===== config.mk =====
export PLATFORM = sky130hd
export DESIGN_NAME = block_field_ctrl
export DESIGN_NICKNAME = d
export VERILOG_FILES = /design/src/rtl/block_field_ctrl.sv
export SDC_FILE = /design/constraint.sdc
export NUM_CORES = 1
export LEC_CHECK = 0
export ABC_AREA = 1
export BUFFER_PORTS_ARGS = -buffer_cell sky130_fd_sc_hd__buf_2
export CAP_MARGIN = 40
export CORE_MARGIN = 1.5
export CORE_UTILIZATION = 45
export CTS_BUF_LIST = sky130_fd_sc_hd__clkbuf_4 sky130_fd_sc_hd__clkbuf_8
export DETAILED_ROUTE_END_ITERATION = 6
export GPL_ROUTABILITY_DRIVEN = 0
export PLACE_DENSITY = 0.74
export RECOVER_POWER = 100
export SETUP_SLACK_MARGIN = 0.3
export SLEW_MARGIN = 5
export SYNTH_ARGS = -nofsm -noshare
export SYNTH_HDL_FRONTEND = slang
export SYNTH_SLANG_ARGS = --single-unit

===== constraint.sdc =====
create_clock -name clock -period 2 [get_ports clock]
set_input_delay 0.1 -clock clock [delete_from_list [all_inputs] [get_ports clock]]
set_output_delay 0.1 -clock clock [all_outputs]
set_load 0.01 [all_outputs]

===== src/rtl/block_field_ctrl.sv =====
`default_nettype none
// ============================================================================
// Module   : block_field_ctrl
// Brief    : Breakout block-field arbiter: grants one kill per contact, drives
//            ball bounces, the shared descent step, score and end-of-game flags.
// Revision : 1.0 - initial release
// ============================================================================
module block_field_ctrl #(
   parameter int N_BLOCKS   = 4,
   parameter int STEP_DIV   = 25000000,
   parameter int COOL_TICKS = 4,
   parameter int POINTS     = 10
) (
   input  logic                clock,
   input  logic                reset,
   input  logic                start,
   input  logic                ball_tick,
   input  logic [N_BLOCKS-1:0] exist,
   input  logic [N_BLOCKS-1:0] hit_u,
   input  logic [N_BLOCKS-1:0] hit_d,
   input  logic [N_BLOCKS-1:0] hit_l,
   input  logic [N_BLOCKS-1:0] hit_r,
   input  logic [N_BLOCKS-1:0] at_bottom,
   output logic [N_BLOCKS-1:0] kill,
   output logic                bounce_x,
   output logic                bounce_y,
   output logic                step_down,
   output logic [15:0]         score,
   output logic [3:0]          blocks_left,
   output logic                level_clear,
   output logic                game_over,
   output logic [2:0]          state
);

   localparam int c_presc_w = $clog2(STEP_DIV);
   localparam int c_cool_w  = $clog2(COOL_TICKS + 1);
   localparam logic [c_presc_w-1:0] c_presc_max = c_presc_w'(STEP_DIV - 1);
   localparam logic [c_cool_w-1:0]  c_cool_load = c_cool_w'(COOL_TICKS);
   localparam logic [16:0]          c_points    = 17'(POINTS);

   typedef enum logic [2:0] {
      S_IDLE     = 3'd0,
      S_RUN      = 3'd1,
      S_HIT      = 3'd2,
      S_COOLDOWN = 3'd3,
      S_CLEAR    = 3'd4,
      S_OVER     = 3'd5
   } state_t;

   state_t                r_state;
   logic [c_presc_w-1:0]  r_presc;
   logic [c_cool_w-1:0]   r_cool;

   logic [N_BLOCKS-1:0]   w_hv;
   logic [N_BLOCKS-1:0]   w_bv;
   logic [N_BLOCKS-1:0]   w_win;
   logic                  w_win_x;
   logic                  w_win_y;
   logic [3:0]            w_count;
   logic [16:0]           w_score_sum;
   logic [15:0]           w_score_next;

   assign w_hv = (hit_u | hit_d | hit_l | hit_r) & exist;
   assign w_bv = at_bottom & exist;

   // Two's-complement trick isolates the lowest set bit: that block wins.
   assign w_win   = w_hv & (~w_hv + N_BLOCKS'(1));
   assign w_win_x = |(w_win & (hit_l | hit_r));
   assign w_win_y = |(w_win & (hit_u | hit_d));

   assign w_score_sum  = {1'b0, score} + c_points;
   assign w_score_next = w_score_sum[16] ? 16'hFFFF : w_score_sum[15:0];

   always_comb begin
      w_count = 4'd0;
      for (int i = 0; i < N_BLOCKS; i++) begin
         w_count = w_count + 4'(exist[i]);
      end
   end

   assign state = r_state;

   always_ff @(posedge clock) begin
      if (reset) begin
         r_state     <= S_IDLE;
         r_presc     <= '0;
         r_cool      <= '0;
         kill        <= '0;
         bounce_x    <= 1'b0;
         bounce_y    <= 1'b0;
         step_down   <= 1'b0;
         score       <= 16'd0;
         blocks_left <= 4'd0;
         level_clear <= 1'b0;
         game_over   <= 1'b0;
      end else begin
         blocks_left <= w_count;
         kill        <= '0;
         bounce_x    <= 1'b0;
         bounce_y    <= 1'b0;
         step_down   <= 1'b0;

         // Descent timebase only advances while play is live; it keeps its
         // phase across pauses and hits.
         if (r_state == S_RUN) begin
            if (r_presc == c_presc_max) begin
               r_presc   <= '0;
               step_down <= 1'b1;
            end else begin
               r_presc <= r_presc + c_presc_w'(1);
            end
         end

         case (r_state)
            S_IDLE: begin
               if (start) begin
                  if (exist != '0) begin
                     r_state <= S_RUN;
                  end else begin
                     r_state     <= S_CLEAR;
                     level_clear <= 1'b1;
                  end
               end
            end
            S_RUN: begin
               if (w_bv != '0) begin
                  r_state   <= S_OVER;
                  game_over <= 1'b1;
               end else if (w_hv != '0) begin
                  // Grant outputs are staged here so they are valid during HIT.
                  r_state  <= S_HIT;
                  kill     <= w_win;
                  bounce_x <= w_win_x;
                  bounce_y <= w_win_y;
                  score    <= w_score_next;
               end else if (exist == '0) begin
                  r_state     <= S_CLEAR;
                  level_clear <= 1'b1;
               end else if (!start) begin
                  r_state <= S_IDLE;
               end
            end
            S_HIT: begin
               r_cool  <= c_cool_load;
               r_state <= S_COOLDOWN;
            end
            S_COOLDOWN: begin
               if (w_bv != '0) begin
                  r_state   <= S_OVER;
                  game_over <= 1'b1;
               end else if (ball_tick) begin
                  if (r_cool == c_cool_w'(1)) begin
                     r_cool  <= '0;
                     r_state <= S_RUN;
                  end else begin
                     r_cool <= r_cool - c_cool_w'(1);
                  end
               end
            end
            S_CLEAR: begin
               level_clear <= 1'b1;
            end
            S_OVER: begin
               game_over <= 1'b1;
            end
            default: begin
               r_state <= S_IDLE;
            end
         endcase
      end
   end

endmodule
`default_nettype wire


; ---- Yosys cells after proc, flatten, opt, wreduce, memory -nomap -nowiden
; Cells that the tools add are included.
[word_totals]
reg_bits = 60
input_bits = 28
elab_cells = 94
out_inout_bits = 32
[op_classes]
addsub = 7
n_bitwise = 14
reduce_logical = 19
n_eq_ne = 18
mux = 25
[ops]
columns = operator, count
row1 = $mux 3, 12
row2 = $add 25x1->25 const B, 1
row3 = $eq 25x25->1 const B, 1
row4 = $mux 25, 1
row5 = $and 4x4->4, 5
row6 = $add 16x4->17 const B, 1
row7 = $mux 16, 1
row8 = $or 4x4->4, 4
row9 = $pmux 3 s5, 1
row10 = $ne 2x2->1 const B, 6
row11 = $reduce_bool 4->1, 3
row12 = $reduce_or 4->1, 3
row13 = $mux 1, 7
row14 = $eq 3x1->1 const B, 2
row15 = $eq 3x2->1 const B, 2
row16 = $eq 3x3->1 const B, 2
row17 = $ne 3x3->1 const B, 2
row18 = $pmux 3 s2, 1
row19 = $reduce_and 3->1, 2
row20 = $reduce_and 6->1, 1
row21 = $reduce_or 2->1, 3
row22 = $ne 5x2->1 const B, 1
row23 = $reduce_and 5->1, 1
row24 = $add 3x1->4, 1
row25 = other kinds (14), 19

; ---- Logic depth before layout (Yosys ltp)
[depth]
word_depth = 9
mapped_depth = 12
ltp_nobuf = 12

; ---- Least setup slack after synthesis
; OpenSTA, ideal clock, no wires.
[synth_timing]
path_kind = flip-flop to flip-flop
startpoint = reg score[2]
endpoint = reg score[13]
path_stages_with_launch = 8
setup_time_ns = 0.132
synth_period_minus_slack_ns = 1.422
arrival_ns = 1.290
n_path_buf = 0
slack_ns = 0.578
required_ns = 1.868
cell_sequence = dfxtp_1 > ha_1 > nor2_1 > nor2_1 > nand3_1 > xor2_1 > o21ai_0 > a21oi_1
[synth_between]
elab_chain_cells = 2
[synth_lines]
columns = item, line
row1 = start: declaration, 28  ; output logic [15:0] score,
row2 = start signal: assignment, 135  ; score <= w_score_next;
row3 = $add 16x4->17, 71  ; assign w_score_sum = {1'b0, score} + c_points;
row4 = $mux 16, 72  ; assign w_score_next = w_score_sum[16] ? 16'hFFFF : w_score_sum[15:0];
; No other way between the ends.
; A chain may end at the register's enable or synchronous reset.

; ---- Final worst setup path
[layout_timing]
startpoint = reg r_state[0], in the netlist state[0]
endpoint = reg r_presc[13]
[layout_between]
elab_chain_cells = 1
[layout_lines]
columns = item, line
row1 = start: declaration, 50  ; state_t r_state;
row2 = start signal: assignment, 85  ; r_state <= S_IDLE;
row3 = start signal: assignment, 118  ; r_state <= S_RUN;
row4 = start signal: assignment, 120  ; r_state <= S_CLEAR;
row5 = $eq 3x1->1, 105  ; if (r_state == S_RUN) begin
row6 = end signal: assignment, 110  ; r_presc <= r_presc + c_presc_w'(1);
row7 = end: declaration, 51  ; logic [c_presc_w-1:0] r_presc;
; No other way between the ends.

==> out/summary.txt <==
P&R area growth vs syn - 16.99%
die height - 89.97 µm
Fillers - 747
I/O pin total - 60
Worst Clk Skew - 5.965 ps
Hold Path Class - in -> reg
number of global-route vias before repair - 3177
first-pass GRT wire length - 13620 µm
die width - 89.97 µm
hold buffers post-CTS - 0
syn nets - 545
# port buffers - 58
vias per cell - 4.937
clock-pin slew on the worst setup and hold paths - 70 ps
initial antenna violation count - 0
post-synthesis register bit count - 59
Achievable Freq - 588.3 MHz
clk root buf - clkbuf_8
Starting Density - 0.4667
RSZ-0062 raised after global routing - no
crit start category - flip-flop
Max FO, Critical Path - 9
Static Leakage - 1.704 nW
post-synthesis sequential area ratio - 0.3471
critical path type - reg -> reg
synth unique cells - 40
Critical Path RT - 2240 ps
max cap viols - 0
Crit path arrival time - 1940 ps
final setup TNS - 0 ps
CORE AREA - 7292 µm²
final net count - 610
Antenna Cells - 0
Global Route Usage Sum - 0.2033
final setup fails - 0
Iter 0 DRT Violations - 206
Syn Inst Count - 509
HPWL Detailed - 5908 µm
Syn Area/Cell - 6.686 µm²
drt pass-1 iters - 5
detail-routed net length per standard cell - 11.65 µm
Setup crit end kind - flip-flop
global route total overflow - 0
pwr dens - 825.0 nW/µm²
final hold vios - 0
clk sinks - 59
# H-tree levels - 3
largest net degree at the start of global routing - 27
layout cells sized above 1 - 0.1451
final WL - 7899 µm
DRC - 0
via count - 3347
status - finished, final reports clean
antenna viol nets, final - 0
Final Critical Period - 1700 ps
Peak VDD IR - 0.5305 mV
Clk Latency, worst-skew pair - 350 ps
CTS tree - yes
fin. max-slew vios - 0
Yosys warning total - 0
period utilization - 0.8499
most frequent cells in the layout - 118 x nand2_1, 75 x inv_1, 70 x nor2_1
commonest non-fill, non-tap cell in the layout - nand2_1
Mapped Area - 3403 µm²
Die Area - 8094 µm²
Clock Path Buffers - 2
Num CTS Buffers - 9
Finished Core Util - 0.5460
# rows - 31
==> where the power goes <==
part           switching (mW)  internal, mW
clock network           0.484         0.781
registers              0.0890          1.26
logic                   0.429         0.237
total                    1.00          2.28
==> Yosys cell counts <==
cell / n / share of area
nand3_1: 26 / 0.038
o31ai_1: 1 / 0.0022
o211ai_1: 1 / 0.0022
nor2_1: 68 / 0.075
buf_2: 1 / 0.0015
nand2_1: 118 / 0.13
o21ai_1: 2 / 0.0029
a31oi_1: 5 / 0.0092
a21o_1: 1 / 0.0022
a221oi_1: 1 / 0.0026
a211oi_1: 3 / 0.0066
or2_2: 2 / 0.0037
xnor2_1: 5 / 0.013
xor2_1: 6 / 0.015
or2_1: 1 / 0.0018
nand3_4: 1 / 0.0051
fa_1: 1 / 0.0059
clkbuf_1: 2 / 0.0022
nor2_2: 6 / 0.011
o21ai_0: 25 / 0.037
conb_1: 1 / 0.0011
nand2_2: 4 / 0.0074
nor2_4: 6 / 0.020
nor3_1: 16 / 0.024
ha_1: 7 / 0.026
nand4_2: 2 / 0.0074
o22ai_1: 3 / 0.0055
nor3_2: 5 / 0.015
nor3b_1: 1 / 0.0022
inv_1: 73 / 0.081
nor4_1: 3 / 0.0055
buf_6: 3 / 0.0099
dfxtp_1: 59 / 0.35
inv_4: 2 / 0.0037
nand4_1: 7 / 0.013
nand2_4: 3 / 0.0099
inv_2: 4 / 0.0044
a21oi_1: 31 / 0.046
buf_1: 1 / 0.0011
buf_4: 2 / 0.0044
==> metrics by stage <==
stage / area, µm² / instances / hold WS, ps / setup WS [ps] / power (mW)
after floorplan: 3403 / 509 / 269.4 / 578.0 / 1.873
after global placement: 3767 / 659 / 438.2 / 411.7 / 2.029
after detailed placement: 3767 / 659 / 425.0 / 347.0 / 2.049
after CTS: 3999 / 675 / 53.72 / 331.1 / 3.318
after global routing: 3981 / 678 / 88.23 / 151.9 / 3.472
final: 3981 / 678 / 64.36 / 300.2 / 3.284
==> state kept, by name, summed over array words and instances (netlist names) <==
register / flops
r_presc: 25
bounce_y: 1
level_clear: 1
state: 3
step_down: 1
game_over: 1
score: 16
r_cool: 3
bounce_x: 1
blocks_left: 3
kill: 4
==> routing by layer <==
metal / track usage / wire (µm) / vias to the layer above
met5: 0 / 0 / -
met4: 0.05688 / 54 / 0
met3: 0.06684 / 417 / 4
met2: 0.3581 / 3884 / 78
met1: 0.2351 / 3543 / 1507
li1: - / - / 1758
==> kinds of logic (layout without fill, tap and decap cells) <==
family | after synthesis | after routing | synth area share
XOR/XNOR | 11 | 11 | 0.02831
flip-flops | 59 | 59 | 0.3471
AND/OR/NAND/NOR | 269 | 269 | 0.3684
AO/OA/AOI/OAI | 73 | 73 | 0.1158
other | 1 | 1 | 0.001102
buffers and inverters | 88 | 158 | 0.1077
adder cells (fa/ha/maj) | 8 | 8 | 0.03162
==> critical path, stage by stage, from the launching register on <==
cell     delay, ps
dfxtp_1        520
nand2_4        150
inv_4          130
nand2_4         80
inv_4           70
nand4_1        180
nand2_4        180
inv_1          140
o21ai_1        100
nor2_1          50
==> cell type report <==
| type | count | area, µm² | share of cell area |
|---|---|---|---|
| multi-input cells | 362 | 1846 | 0.4635 |
| flip-flops and latches | 59 | 1185 | 0.2976 |
| inverters | 79 | 301.5 | 0.07574 |
| repair buffers | 63 | 294.0 | 0.07385 |
| clock buffers | 12 | 158.9 | 0.03991 |
| well taps | 99 | 123.9 | 0.03111 |
| clock inverters | 4 | 72.57 | 0.01823 |
==> final timing paths <==
check	startpoint	to	slack (ps)	cells past startpoint
max	state[0]	r_presc[13]	300	9
max reg2reg	state[0]	r_presc[13]	300	9
min	exist[0]	kill[0]	60	3
min reg2reg	score[0]	score[0]	450	2
==> repair_timing <==
action / 4_1_cts / 5_1_grt
gates resized for setup: 0 / 10
setup endpoints to repair: 0 / 21
buffers inserted: 0 / 3
Power figures use the tool's default switching activity.
